**config.mk**
```make
export PLATFORM = sky130hd
export DESIGN_NAME = cp0_reg
export DESIGN_NICKNAME = d
export VERILOG_FILES = /design/src/rtl/cp0_reg_pkg.sv /design/src/rtl/cp0_reg.sv
export SDC_FILE = /design/constraint.sdc
export NUM_CORES = 1
export LEC_CHECK = 0
export ABC_AREA = 1
export BUFFER_PORTS_ARGS = -buffer_cell sky130_fd_sc_hd__clkbuf_2
export CAP_MARGIN = 0
export CORE_ASPECT_RATIO = 0.5
export CORE_MARGIN = 3
export CORE_UTILIZATION = 45
export CTS_CLUSTER_SIZE = 25
export DETAILED_ROUTE_END_ITERATION = 12
export PLACE_DENSITY = 0.81
export SLEW_MARGIN = 10
export SYNTH_ARGS = -nofsm -noshare
export SYNTH_HDL_FRONTEND = slang
export SYNTH_SLANG_ARGS = --single-unit
```
**constraint.sdc**
```tcl
create_clock -name clk -period 4.1 [get_ports clk]
set_input_delay 0.41 -clock clk [delete_from_list [all_inputs] [get_ports clk]]
set_output_delay 0.41 -clock clk [all_outputs]
set_load 0.005 [all_outputs]
```
**src/rtl/cp0_reg_pkg.sv**
```systemverilog
// CP0 register numbers, exception codes and field positions.
// Shared by the cp0 register file and the pipeline stages.
package cp0_reg_pkg;

  localparam logic [4:0] CP0_REG_COUNT   = 5'd9;
  localparam logic [4:0] CP0_REG_COMPARE = 5'd11;
  localparam logic [4:0] CP0_REG_STATUS  = 5'd12;
  localparam logic [4:0] CP0_REG_CAUSE   = 5'd13;
  localparam logic [4:0] CP0_REG_EPC     = 5'd14;
  localparam logic [4:0] CP0_REG_PRID    = 5'd15;
  localparam logic [4:0] CP0_REG_CONFIG  = 5'd16;

  localparam logic [31:0] EXC_INT     = 32'h1;
  localparam logic [31:0] EXC_SYSCALL = 32'h8;
  localparam logic [31:0] EXC_RI      = 32'ha;
  localparam logic [31:0] EXC_OV      = 32'hc;
  localparam logic [31:0] EXC_TRAP    = 32'hd;
  localparam logic [31:0] EXC_ERET    = 32'he;

  localparam int STATUS_IE  = 0;
  localparam int STATUS_EXL = 1;
  localparam int CAUSE_BD   = 31;
  localparam int CAUSE_IV   = 23;
  localparam int CAUSE_WP   = 22;
  localparam int CAUSE_IP_H = 15;
  localparam int CAUSE_IP_L = 10;
  localparam int CAUSE_SW_H = 9;
  localparam int CAUSE_SW_L = 8;
  localparam int CAUSE_EC_H = 6;
  localparam int CAUSE_EC_L = 2;

endpackage

```
**src/rtl/cp0_reg.sv**
```systemverilog
// MIPS32 CP0 register file with Count/Compare timer.
// Writes land at WB; exceptions from MEM override write data.
module cp0_reg
  import cp0_reg_pkg::*;
#(
  parameter logic [31:0] PRID_VAL   = 32'h004c_0102,
  parameter logic [31:0] CONFIG_RST = 32'h0000_8000,
  parameter logic [31:0] STATUS_RST = 32'h1000_0000
) (
  input  logic        clk,
  input  logic        rst,
  input  logic        we_i,
  input  logic [4:0]  waddr_i,
  input  logic [31:0] wdata_i,
  input  logic [4:0]  raddr_i,
  input  logic [5:0]  int_i,
  input  logic [31:0] excepttype_i,
  input  logic [31:0] current_inst_addr_i,
  input  logic        is_in_delayslot_i,
  output logic [31:0] data_o,
  output logic [31:0] count_o,
  output logic [31:0] compare_o,
  output logic [31:0] status_o,
  output logic [31:0] cause_o,
  output logic [31:0] epc_o,
  output logic [31:0] config_o,
  output logic [31:0] prid_o,
  output logic        timer_int_o
);

  logic [31:0] count, compare, status, cause, epc;
  logic [31:0] count_n, compare_n, status_n, cause_n, epc_n;
  logic        timer, timer_n;
  logic [31:0] exc_epc;
  logic        exc_bd;

  assign exc_epc = is_in_delayslot_i
                 ? current_inst_addr_i - 32'd4
                 : current_inst_addr_i;
  assign exc_bd  = is_in_delayslot_i;

  always_comb begin
    count_n   = count + 32'd1;
    compare_n = compare;
    status_n  = status;
    cause_n   = cause;
    epc_n     = epc;
    timer_n   = timer;

    cause_n[CAUSE_IP_H:CAUSE_IP_L] = int_i;
    if (compare != 32'd0 && count == compare)
      timer_n = 1'b1;

    if (we_i) begin
      case (waddr_i)
        CP0_REG_COUNT:   count_n = wdata_i;
        CP0_REG_COMPARE: begin
          compare_n = wdata_i;
          timer_n   = 1'b0;
        end
        CP0_REG_STATUS:  status_n = wdata_i;
        CP0_REG_EPC:     epc_n = wdata_i;
        CP0_REG_CAUSE: begin
          cause_n[CAUSE_SW_H:CAUSE_SW_L] =
            wdata_i[CAUSE_SW_H:CAUSE_SW_L];
          cause_n[CAUSE_WP] = wdata_i[CAUSE_WP];
          cause_n[CAUSE_IV] = wdata_i[CAUSE_IV];
        end
        default: ;
      endcase
    end

    // Exception entry sees the post-write state and wins on shared fields.
    case (excepttype_i)
      EXC_INT: begin
        epc_n                          = exc_epc;
        cause_n[CAUSE_BD]              = exc_bd;
        status_n[STATUS_EXL]           = 1'b1;
        cause_n[CAUSE_EC_H:CAUSE_EC_L] = 5'd0;
      end
      EXC_SYSCALL, EXC_RI, EXC_OV, EXC_TRAP: begin
        if (!status_n[STATUS_EXL]) begin
          epc_n             = exc_epc;
          cause_n[CAUSE_BD] = exc_bd;
        end
        status_n[STATUS_EXL]           = 1'b1;
        cause_n[CAUSE_EC_H:CAUSE_EC_L] = excepttype_i[4:0];
      end
      EXC_ERET: status_n[STATUS_EXL] = 1'b0;
      default: ;
    endcase
  end

  always_ff @(posedge clk or negedge rst) begin
    if (!rst) begin
      count   <= 32'd0;
      compare <= 32'd0;
      status  <= STATUS_RST;
      cause   <= 32'd0;
      epc     <= 32'd0;
      timer   <= 1'b0;
    end else begin
      count   <= count_n;
      compare <= compare_n;
      status  <= status_n;
      cause   <= cause_n;
      epc     <= epc_n;
      timer   <= timer_n;
    end
  end

  always_comb begin
    data_o = 32'd0;
    case (raddr_i)
      CP0_REG_COUNT:   data_o = count;
      CP0_REG_COMPARE: data_o = compare;
      CP0_REG_STATUS:  data_o = status;
      CP0_REG_CAUSE:   data_o = cause;
      CP0_REG_EPC:     data_o = epc;
      CP0_REG_PRID:    data_o = PRID_VAL;
      CP0_REG_CONFIG:  data_o = CONFIG_RST;
      default:         data_o = 32'd0;
    endcase
  end

  assign count_o     = count;
  assign compare_o   = compare;
  assign status_o    = status;
  assign cause_o     = cause;
  assign epc_o       = epc;
  assign config_o    = CONFIG_RST;
  assign prid_o      = PRID_VAL;
  assign timer_int_o = timer;

endmodule

```
# Word level (Yosys, flattened, before mapping)
# Index checks and enable logic that the tools add are counted.
word_totals:
  output_inout_bits: 257
  word_cells: 58
  in_bits: 116
  reg_bits: 145
op_classes:
  n_reduce_logical: 9
  n_addsub: 2
  n_eq_ne: 20
  n_mux: 17
ops:
  columns: ["cell", "n"]
  rows:
  - ["one-hot mux 32 bit (7 select lines)", 1]
  - ["two-way mux 32 bit", 6]
  - ["equality test 32 x 4 -> 1 bit, second input constant", 5]
  - ["one-hot mux 32 bit (2 select lines)", 1]
  - ["equality test 5 x 4 -> 1 bit, second input constant", 11]
  - ["adder 32 x 1 -> 32 bit, second input constant", 1]
  - ["equality test 32 x 1 -> 1 bit, second input constant", 1]
  - ["equality test 32 bit", 1]
  - ["nonzero test 32 bit", 1]
  - ["subtractor 32 x 3 -> 32 bit, second input constant", 1]
  - ["one-hot mux 5 bit (2 select lines)", 1]
  - ["AND reduction 2 bit", 4]
  - ["equality test 5 bit, second input constant", 1]
  - ["OR reduction 5 bit", 1]
  - ["two-way mux 1 bit", 4]
  - ["two-way mux 2 bit", 2]
  - ["one-hot mux 1 bit (2 select lines)", 2]
  - ["OR reduction 4 bit", 1]
  - ["inequality test 2 bit, second input constant", 1]
  - ["nonzero test 2 bit", 1]
  - ["logical AND 1 bit", 1]

# Longest topological paths before layout
# Gate-level depths: netlist (run 1).
logic_depth:
  depth_word: 5
  mapped_depth: 12
  ltp_nobuf: 11

# Worst setup path after synthesis (run 1)
# OpenSTA, ideal clock, no wires.
synth_timing:
  kind: "input to output"
  start: "in raddr_i[4]"
  end: "out data_o[10]"
  t_required_ns: 3.690
  cell_stages: 6
  setup_slack_ns: 2.306
  path_buffers: 1
  arrival_ns: 1.384
  cell_sequence: "inv_1 > nand3_1 > nor3_1 > buf_2 > nand2_1 > o2111ai_1"
synth_between:
  elab_chain_cells: 2
synth_lines:
  columns: ["element", "line", "text"]
  rows:
  - ["start: declaration", "cp0_reg.sv:15", "input logic [4:0] raddr_i,"]
  - ["equality test 5 bit / equality test 5 x 4 -> 1 bit (equally long branches)", "cp0_reg.sv:114", "case (raddr_i)"]
  - ["one-hot mux 32 bit (7 select lines) (*)", "cp0_reg.sv:114", null]
  - ["end: declaration", "cp0_reg.sv:20", "output logic [31:0] data_o,"]
# Mark *: on every way between the ends. The rest lies on a longest branch, timed or not.

# Final worst setup path (run 1)
layout_timing:
  start: "in raddr_i[0]"
  end: "out data_o[15]"
# Same word-level chain as after synthesis.

==> results of run 1 <==
## worst max-delay path by stage
stage	to	slack [ns]	depth (start not counted)
after global placement	data_o[7]	1.45	8
after CTS	data_o[22]	1.45	8
after detailed placement	data_o[22]	1.45	8
after global routing	data_o[21]	1.17	9
after floorplan	data_o[10]	2.31	6
final	data_o[15]	1.37	8
## placed cells by master, fill, tap and decap left out, drive strengths merged, types with 4 or more instances in the layout
cell	synthesis	final
dfrtp	144	144
buf	100	4
xnor2	29	29
inv	131	139
nand3b	6	6
nor2	157	157
conb	2	80
nor3	20	20
nand3	62	62
clkinvlp	0	4
clkbuf	27	309
nand4	27	27
o21ai	143	143
a21oi	15	15
xor2	25	25
nand2	432	432
o2111ai	15	15
a22oi	28	28
## worst reg2reg max path, cell delays in order, from the launching register on
cell and delay (ns):
sky130_fd_sc_hd__dfrtp_1 0.51, sky130_fd_sc_hd__ha_1 0.27, sky130_fd_sc_hd__nand3_1 0.19, sky130_fd_sc_hd__nor2_2 0.32, sky130_fd_sc_hd__inv_1 0.11, sky130_fd_sc_hd__nor2_2 0.20, sky130_fd_sc_hd__nand2_1 0.08, sky130_fd_sc_hd__nand2_1 0.06
sky130_fd_sc_hd__nand3_1 0.07, sky130_fd_sc_hd__o21ai_0 0.11, sky130_fd_sc_hd__inv_1 0.06
## state kept, by name, indices dropped and copies added (netlist names)
name,count
count_o,32
timer_int_o,1
status_o,32
epc_o,32
compare_o,32
cause_o,16
## power breakdown
| part | leakage [nW] | switching, W | internal, W | total (W) |
|---|---|---|---|---|
| logic | 4.04 | 0.000845 | 0.000600 | 0.00145 |
| clock network | 0.259 | 0.000687 | 0.000794 | 0.00148 |
| registers | 1.79 | 0.000534 | 0.00172 | 0.00225 |
## final cells by class
cell class,instances,area share (%)
clock buffers,18,3.70
multi-input cells,1060,43.7
inverters,132,4.27
flip-flops and latches,145,31.3
clock inverters,14,1.06
diodes,1,0.0216
well taps,292,3.15
repair buffers,295,12.8
## synthesized netlist by cell type, types with 3 or more instances
library cell / count
sky130_fd_sc_hd__nand2_1: 424
sky130_fd_sc_hd__dfrtp_1: 144
sky130_fd_sc_hd__nor2_1: 144
sky130_fd_sc_hd__inv_1: 127
sky130_fd_sc_hd__o21ai_0: 126
sky130_fd_sc_hd__buf_4: 84
sky130_fd_sc_hd__nand3_1: 56
sky130_fd_sc_hd__xnor2_1: 29
sky130_fd_sc_hd__a22oi_1: 28
sky130_fd_sc_hd__nand4_1: 27
sky130_fd_sc_hd__clkbuf_1: 26
sky130_fd_sc_hd__xor2_1: 25
sky130_fd_sc_hd__nor3_1: 20
sky130_fd_sc_hd__o21ai_1: 17
sky130_fd_sc_hd__a21oi_1: 15
sky130_fd_sc_hd__o2111ai_1: 15
sky130_fd_sc_hd__buf_2: 13
sky130_fd_sc_hd__nor2_2: 7
sky130_fd_sc_hd__nand3_2: 5
sky130_fd_sc_hd__nand3b_1: 5
sky130_fd_sc_hd__nor2_4: 5
sky130_fd_sc_hd__inv_2: 4
sky130_fd_sc_hd__nand2_2: 4
sky130_fd_sc_hd__nand2_4: 4
sky130_fd_sc_hd__a31oi_1: 3
sky130_fd_sc_hd__buf_6: 3
sky130_fd_sc_hd__o211ai_1: 3
sky130_fd_sc_hd__o22ai_1: 3
## kinds of logic after synthesis
group | Yosys count | synth area share, %
DFF | 145 | 37.3
buffers and inverters | 259 | 13.6
AOI/OAI and AO/OA | 215 | 12.7
adders and majority gates | 2 | 0.257
other | 2 | 0.0772
xor gates and xnor gates | 54 | 4.86
and+or+nand+nor | 709 | 31.2
## layer usage
metal / part of all wire [%] / GRT usage [%] / vias to the layer above
met3: 12 / 8.81 / 93
met2: 44 / 47.3 / 667
li1: - / - / 4838
met4: 3.2 / 10.4 / 0
met1: 41 / 41.0 / 4766
met5: 0 / 0 / -
## per-stage QoR
step	total power (W)	worst slack [ns]	area, µm²	utilization [%]
after global placement	0.00364	1.45	11000	52.9
after detailed placement	0.00366	1.45	11000	52.9
after CTS	0.00514	1.45	11600	55.6
final	0.00518	1.37	11600	55.6
after global routing	0.00544	1.17	11600	55.6
after floorplan	0.00289	2.31	10000	-
==> impl_metrics.py, run 1 <==
metrics = {
    "status": {
        "outcome": "complete, no violations",
    },
    "cts": {
        "cts_hold_buffers": 0,
        "cts_setup_buffers": 0,
        "ctsRootBufferMaster": "sky130_fd_sc_hd__clkbuf_16",
        "ctsResizeCount": 0,
        "clk_transition_reported_paths_ns": 0.07,
        "cts_tree": "done",
        "clock_latency_ns": 0.43,
        "worst_case_clock_buffer_depth": 2,
        "cts_inserted_buffers": 17,
        "cts_htree_levels": 4,
        "clock_sink_count": 145,
    },
    "logic_synthesis": {
        "yosys-top-cells-area": "sky130_fd_sc_hd__dfrtp_1, sky130_fd_sc_hd__nand2_1, sky130_fd_sc_hd__o21ai_0",
        "synth.ff_latch_count": 145,
        "synth_largest_area_cell": "sky130_fd_sc_hd__dfrtp_1",
        "syn_area_um2": 9730,
        "synth_sequential_area_ratio_pct": 37.3,
        "synth_largest_type_area_fraction_pct": 37.1,
        "synth_edf_count": 0,
        "synthFlopType": "sky130_fd_sc_hd__dfrtp_1",
        "count_of_synthesis_stage_warnings_from_yosys": 0,
        "synth.lib_cells_used.distinct": 43,
        "avg_synthesized_cell_area_um2": 7.02,
        "async_reset_ff_share_pct": 100,
        "synth_cells": 1386,
    },
    "critical_path": {
        "crit_fanout": 19,
        "worstSetupStartpointType": "primary input",
        "crit_path_cell_trace": "clkbuf_2 > inv_1 > nor2_1 > nand2_1 > clkinv_1 > a21oi_1 > nand3_1 > clkbuf_2",
        "crit_path_max_incr_delay_ns": 0.63,
        "timing.critical_path.arrival_ns": 2.32,
        "crit_family": "buffers and inverters",
        "rrSetupSlack_ns": 2.02,
        "worst_path_most_repeated_cell": "sky130_fd_sc_hd__clkbuf_2",
        "worst-endpoint-required_ns": 3.69,
        "critical-path-slowest-cell": "sky130_fd_sc_hd__clkinv_1",
        "critical_path.reg2reg.endpoint": "count_o[24]",
        "critPathCaptureType": "primary output",
        "critical_path.n_buffers_inverters": 4,
        "path_class": "in2out",
        "worstSetupStartpoint": "raddr_i[0]",
        "worst_r2r_path_depth": 10,
        "crit-reg2reg-launch": "count_o[1]",
    },
    "sta": {
        "max_clock_freq_mhz": 366,
        "holdWs_ns": 0.0623,
        "timing_worst_slew_pin_value_ns": 1.08,
        "final.min_clock_period_ns": 2.73,
        "clock-skew-final_ns": 0.00917,
        "finalCritPeriodShare_pct": 66.6,
        "finalMaxSlewViolations": 0,
        "setup_viol": 0,
        "slew_headroom_pct": 27.6,
        "timing_hold_violations_final": 0,
        "grt_setup_unrepaired": "false",
        "accumulated_negative_setup_slack_ns": 0,
    },
    "global_routing": {
        "antenna_violations_before_repair": 1,
        "first_global_vias": 9283,
        "grt_pass1_wl_mm": 54.5,
        "gr-usage-all-layers_pct": 30.4,
        "grt_max_degree": 97,
        "grt_ovf": 0,
    },
    "hold_path": {
        "hold_path_class": "in2async",
    },
    "route": {
        "dr_total_vias": 10400,
        "route.detailed.wl_per_inst_um": 18.8,
        "drt_iter0_drc": 1196,
        "drc": 0,
        "route.detailed.vias_per_inst": 5.30,
        "detail_route.first_pass.iterations": 6,
        "postRouteWirelength_mm": 36.9,
        "drt.antenna.violating_nets": 0,
    },
    "final_layout": {
        "num-fill-cells": 2061,
        "multi_input_comb_area_um2": 5070,
        "register_area_um2": 3630,
        "num-nets-final": 1769,
        "flow.area_growth_from_synthesis_pct": 19.3,
        "drive_gt1_share_pct": 21.8,
        "final-instance-count-excl-fill": 1957,
    },
    "place": {
        "port-buffer-count": 292,
        "dpl.hpwl_mm": 29.3,
        "gpl.final_weighted_congestion": 1.02,
        "placed_cells": 1924,
    },
    "pwr": {
        "p_leak_nw": 6.09,
        "ir_worst_vdd_mv": 0.319,
        "power-per-cell-area_nw_per_um2": 447,
    },
    "flow_run": {
        "max_cap_violations": 0,
    },
    "floorplanning": {
        "dieArea_um2": 23500,
        "top_level_ports": 373,
        "core-area_um2": 20900,
        "initial_utilization_pct": 46.6,
        "die-width_um": 214,
        "rows": 37,
        "die_y_um": 110,
    },
}
(Power assumes the default switching activity.)
==> run 2, diff against run 1 <==
--- a/config.mk
+++ b/config.mk
@@ -13,7 +13,7 @@
 export CORE_UTILIZATION = 45
 export CTS_CLUSTER_SIZE = 25
 export DETAILED_ROUTE_END_ITERATION = 12
-export PLACE_DENSITY = 0.81
+export PLACE_DENSITY = 0.84
 export SLEW_MARGIN = 10
 export SYNTH_ARGS = -nofsm -noshare
 export SYNTH_HDL_FRONTEND = slang
==> constraint.sdc (replaced) <==
create_clock -name clk -period 2.4 [get_ports clk]
set_input_delay 0.24 -clock clk [delete_from_list [all_inputs] [get_ports clk]]
set_output_delay 0.24 -clock clk [all_outputs]
set_load 0.005 [all_outputs]
==> run 2 against run 1 <==
Register-to-register slack got worse by 1.7 ns. Non-clock buffer count rose by 20. Combinational power rose by 75%. Worst hold slack got worse by 0.033 ns. Sequential cell count did not move. Sequential share of layout area fell by 0.51 points. Critical path depth rose by 2. Die area did not move. Via count rose by 1.9%. Routed wire length rose by 0.67%. Design area rose by 1.7%. Clock power rose by 78%. Highest routed layer unchanged.
==> impl_metrics.py, run 2 (same netlist as run 1, synthesis figures left out) <==
metrics = {
    "hold_path": {
        "hold_start": "wdata_i[30]",
        "hold_path_class": "in2reg",
    },
    "floorplanning": {
        "die-width_um": 214,
        "core-area_um2": 20900,
        "die_y_um": 110,
        "rows": 37,
        "dieArea_um2": 23500,
        "initial_utilization_pct": 46.6,
        "top_level_ports": 373,
    },
    "sta": {
        "slew_headroom_pct": 50.2,
        "finalCritPeriodShare_pct": 87.9,
        "setup_viol": 0,
        "max_clock_freq_mhz": 474,
        "grt_setup_unrepaired": "false",
        "timing_worst_slew_pin_value_ns": 0.746,
        "clock-skew-final_ns": 0.0107,
        "timing_hold_violations_final": 0,
        "holdWs_ns": 0.0289,
        "accumulated_negative_setup_slack_ns": 0,
        "timing.final.ws_setup_ns": 0.290,
        "finalMaxSlewViolations": 0,
        "final.min_clock_period_ns": 2.11,
    },
    "pwr": {
        "pwr-share-clk_pct": 29.3,
        "p_leak_nw": 6.20,
        "power-per-cell-area_nw_per_um2": 763,
        "power_switching_share_pct": 40.3,
        "combPwrFrac_pct": 28.2,
        "power_switching_w": 0.00362,
        "ir_worst_vdd_mv": 0.601,
        "intPower_w": 0.00538,
        "pwr-share-seq_pct": 42.5,
    },
    "final_layout": {
        "final_cell_mix": "sky130_fd_sc_hd__nand2_1, sky130_fd_sc_hd__clkbuf_2, sky130_fd_sc_hd__nor2_1, sky130_fd_sc_hd__dfrtp_1, sky130_fd_sc_hd__inv_1",
        "num-fill-cells": 2004,
        "register_area_um2": 3630,
        "multi_input_comb_area_um2": 5070,
        "antennaDiodeCount": 0,
        "flow.area_growth_from_synthesis_pct": 21.3,
        "drive_gt1_share_pct": 22.3,
        "final_common_cell": "sky130_fd_sc_hd__nand2_1",
        "num-nets-final": 1789,
    },
    "global_routing": {
        "gr-usage-all-layers_pct": 30.7,
        "antenna_violations_before_repair": 0,
        "grt_pass1_wl_mm": 55.1,
        "grt_ovf": 0,
        "first_global_vias": 9412,
        "grt_max_degree": 63,
    },
    "route": {
        "route.detailed.wl_per_inst_um": 18.8,
        "route.detailed.vias_per_inst": 5.34,
        "detail_route.first_pass.iterations": 6,
        "drt.antenna.violating_nets": 0,
        "postRouteWirelength_mm": 37.1,
        "dr_total_vias": 10600,
        "drc": 0,
        "drt_iter0_drc": 1538,
    },
    "critical_path": {
        "path_class": "reg2reg",
        "worst-path-stages": 10,
        "critical_path.reg2reg.endpoint": "count_o[24]",
        "rrSetupSlack_ns": 0.29,
        "worstSetupStartpoint": "count_o[1]",
        "critPathCaptureType": "flip-flop",
        "crit_family": "simple AND/OR/NAND/NOR gates",
        "endpoint": "count_o[24]",
        "timing.critical_path.arrival_ns": 2.43,
        "crit_path_max_incr_delay_ns": 0.50,
        "worst-endpoint-required_ns": 2.72,
        "worst_r2r_path_depth": 10,
        "crit-reg2reg-launch": "count_o[1]",
        "worstSetupStartpointType": "flip-flop",
        "crit_fanout": 7,
        "critical-path-slowest-cell": "sky130_fd_sc_hd__dfrtp_1",
        "crit_path_cell_trace": "ha_1 > nand3_1 > nor2_2 > inv_1 > nor2_2 > nand2_1 > nand2_1 > nand3_1 > o21ai_0 > inv_1",
        "critical_path.n_buffers_inverters": 2,
    },
    "flow_run": {
        "max_cap_violations": 0,
    },
    "cts": {
        "cts_tree": "done",
        "ctsResizeCount": 0,
        "clock_sink_count": 145,
        "cts_setup_buffers": 0,
        "ctsRootBufferMaster": "sky130_fd_sc_hd__clkbuf_16",
        "cts_htree_levels": 4,
        "cts_inserted_buffers": 17,
        "clock_latency_ns": 0.44,
        "worst_case_clock_buffer_depth": 2,
        "clk_transition_reported_paths_ns": 0.07,
    },
    "place": {
        "gpl.final_weighted_congestion": 1.04,
        "detailedPlace.worstSlack_ns": 0.361,
        "port-buffer-count": 292,
        "dpl.hpwl_mm": 29.6,
    },
    "status": {
        "outcome": "complete, no violations",
    },
}
==> run 2: changes by cell type in the layout (fill, tap and decap cells not counted), sizes merged <==
cell,change
clkinvlp,-2
dlygate4sd3,+7
diode,-1
inv,+2
buf,+13
==> run 2: layout make-up <==
type,count,area share (%)
clock inverters,14,1.17
well taps,292,3.10
clock buffers,18,3.64
inverters,132,4.20
flip-flops and latches,145,30.8
repair buffers,315,14.2
multi-input cells,1060,43.0
==> run 2: power by group through the flow <==
| stage | registers (W) | clock network (W) | logic [W] |
|---|---|---|---|
| floorplan | 0.00353 | 0 | 0.00141 |
| global placement | 0.00379 | 0 | 0.00245 |
| detailed placement | 0.00380 | 0 | 0.00249 |
| CTS | 0.00377 | 0.00262 | 0.00252 |
| global route | 0.00385 | 0.00273 | 0.00287 |
| finish | 0.00382 | 0.00264 | 0.00254 |
==> run 2: worst min path at each step <==
stage / to / cells after the start
after floorplan: cause_o[10] / 0
after detailed placement: compare_o[27] / 1
after global placement: compare_o[27] / 1
after CTS: compare_o[30] / 3
final: compare_o[30] / 3
after global routing: compare_o[30] / 3
==> run 2: through the flow <==
stage	utilization (%)	std cells	total power (W)	area (µm²)
after floorplan	-	1464	0.00494	10000
after global placement	53.4	1937	0.00624	11200
after detailed placement	53.4	1937	0.00630	11200
after CTS	56.5	1976	0.00891	11800
after global routing	56.5	1976	0.00945	11800
final	56.5	1976	0.00900	11800
==> run 2: per-layer routing <==
metal	GRT usage [%]	up-vias	share of wire [%]
met1	41.4	4831	40
li1	-	4878	-
met2	48.0	735	44
met3	8.17	114	12
met4	11.6	0	4.1
met5	0	-	0
==> run 2: timing repair <==
action,4_1_cts,5_1_grt
hold endpoints to repair,59,0
endpoints found under the setup margin,0,0
hold buffers,7,0
==> run 2: worst register-to-register path: cells and delay by family, from the launching register on <==
| kind | cells | cell delay [ns] |
|---|---|---|
| AND/OR/NAND/NOR | 6 | 0.93 |
| flip-flops | 1 | 0.50 |
| buffers and inverters | 2 | 0.18 |
| AO/OA/AOI/OAI | 1 | 0.11 |
| adder cells (fa/ha/maj) | 1 | 0.29 |
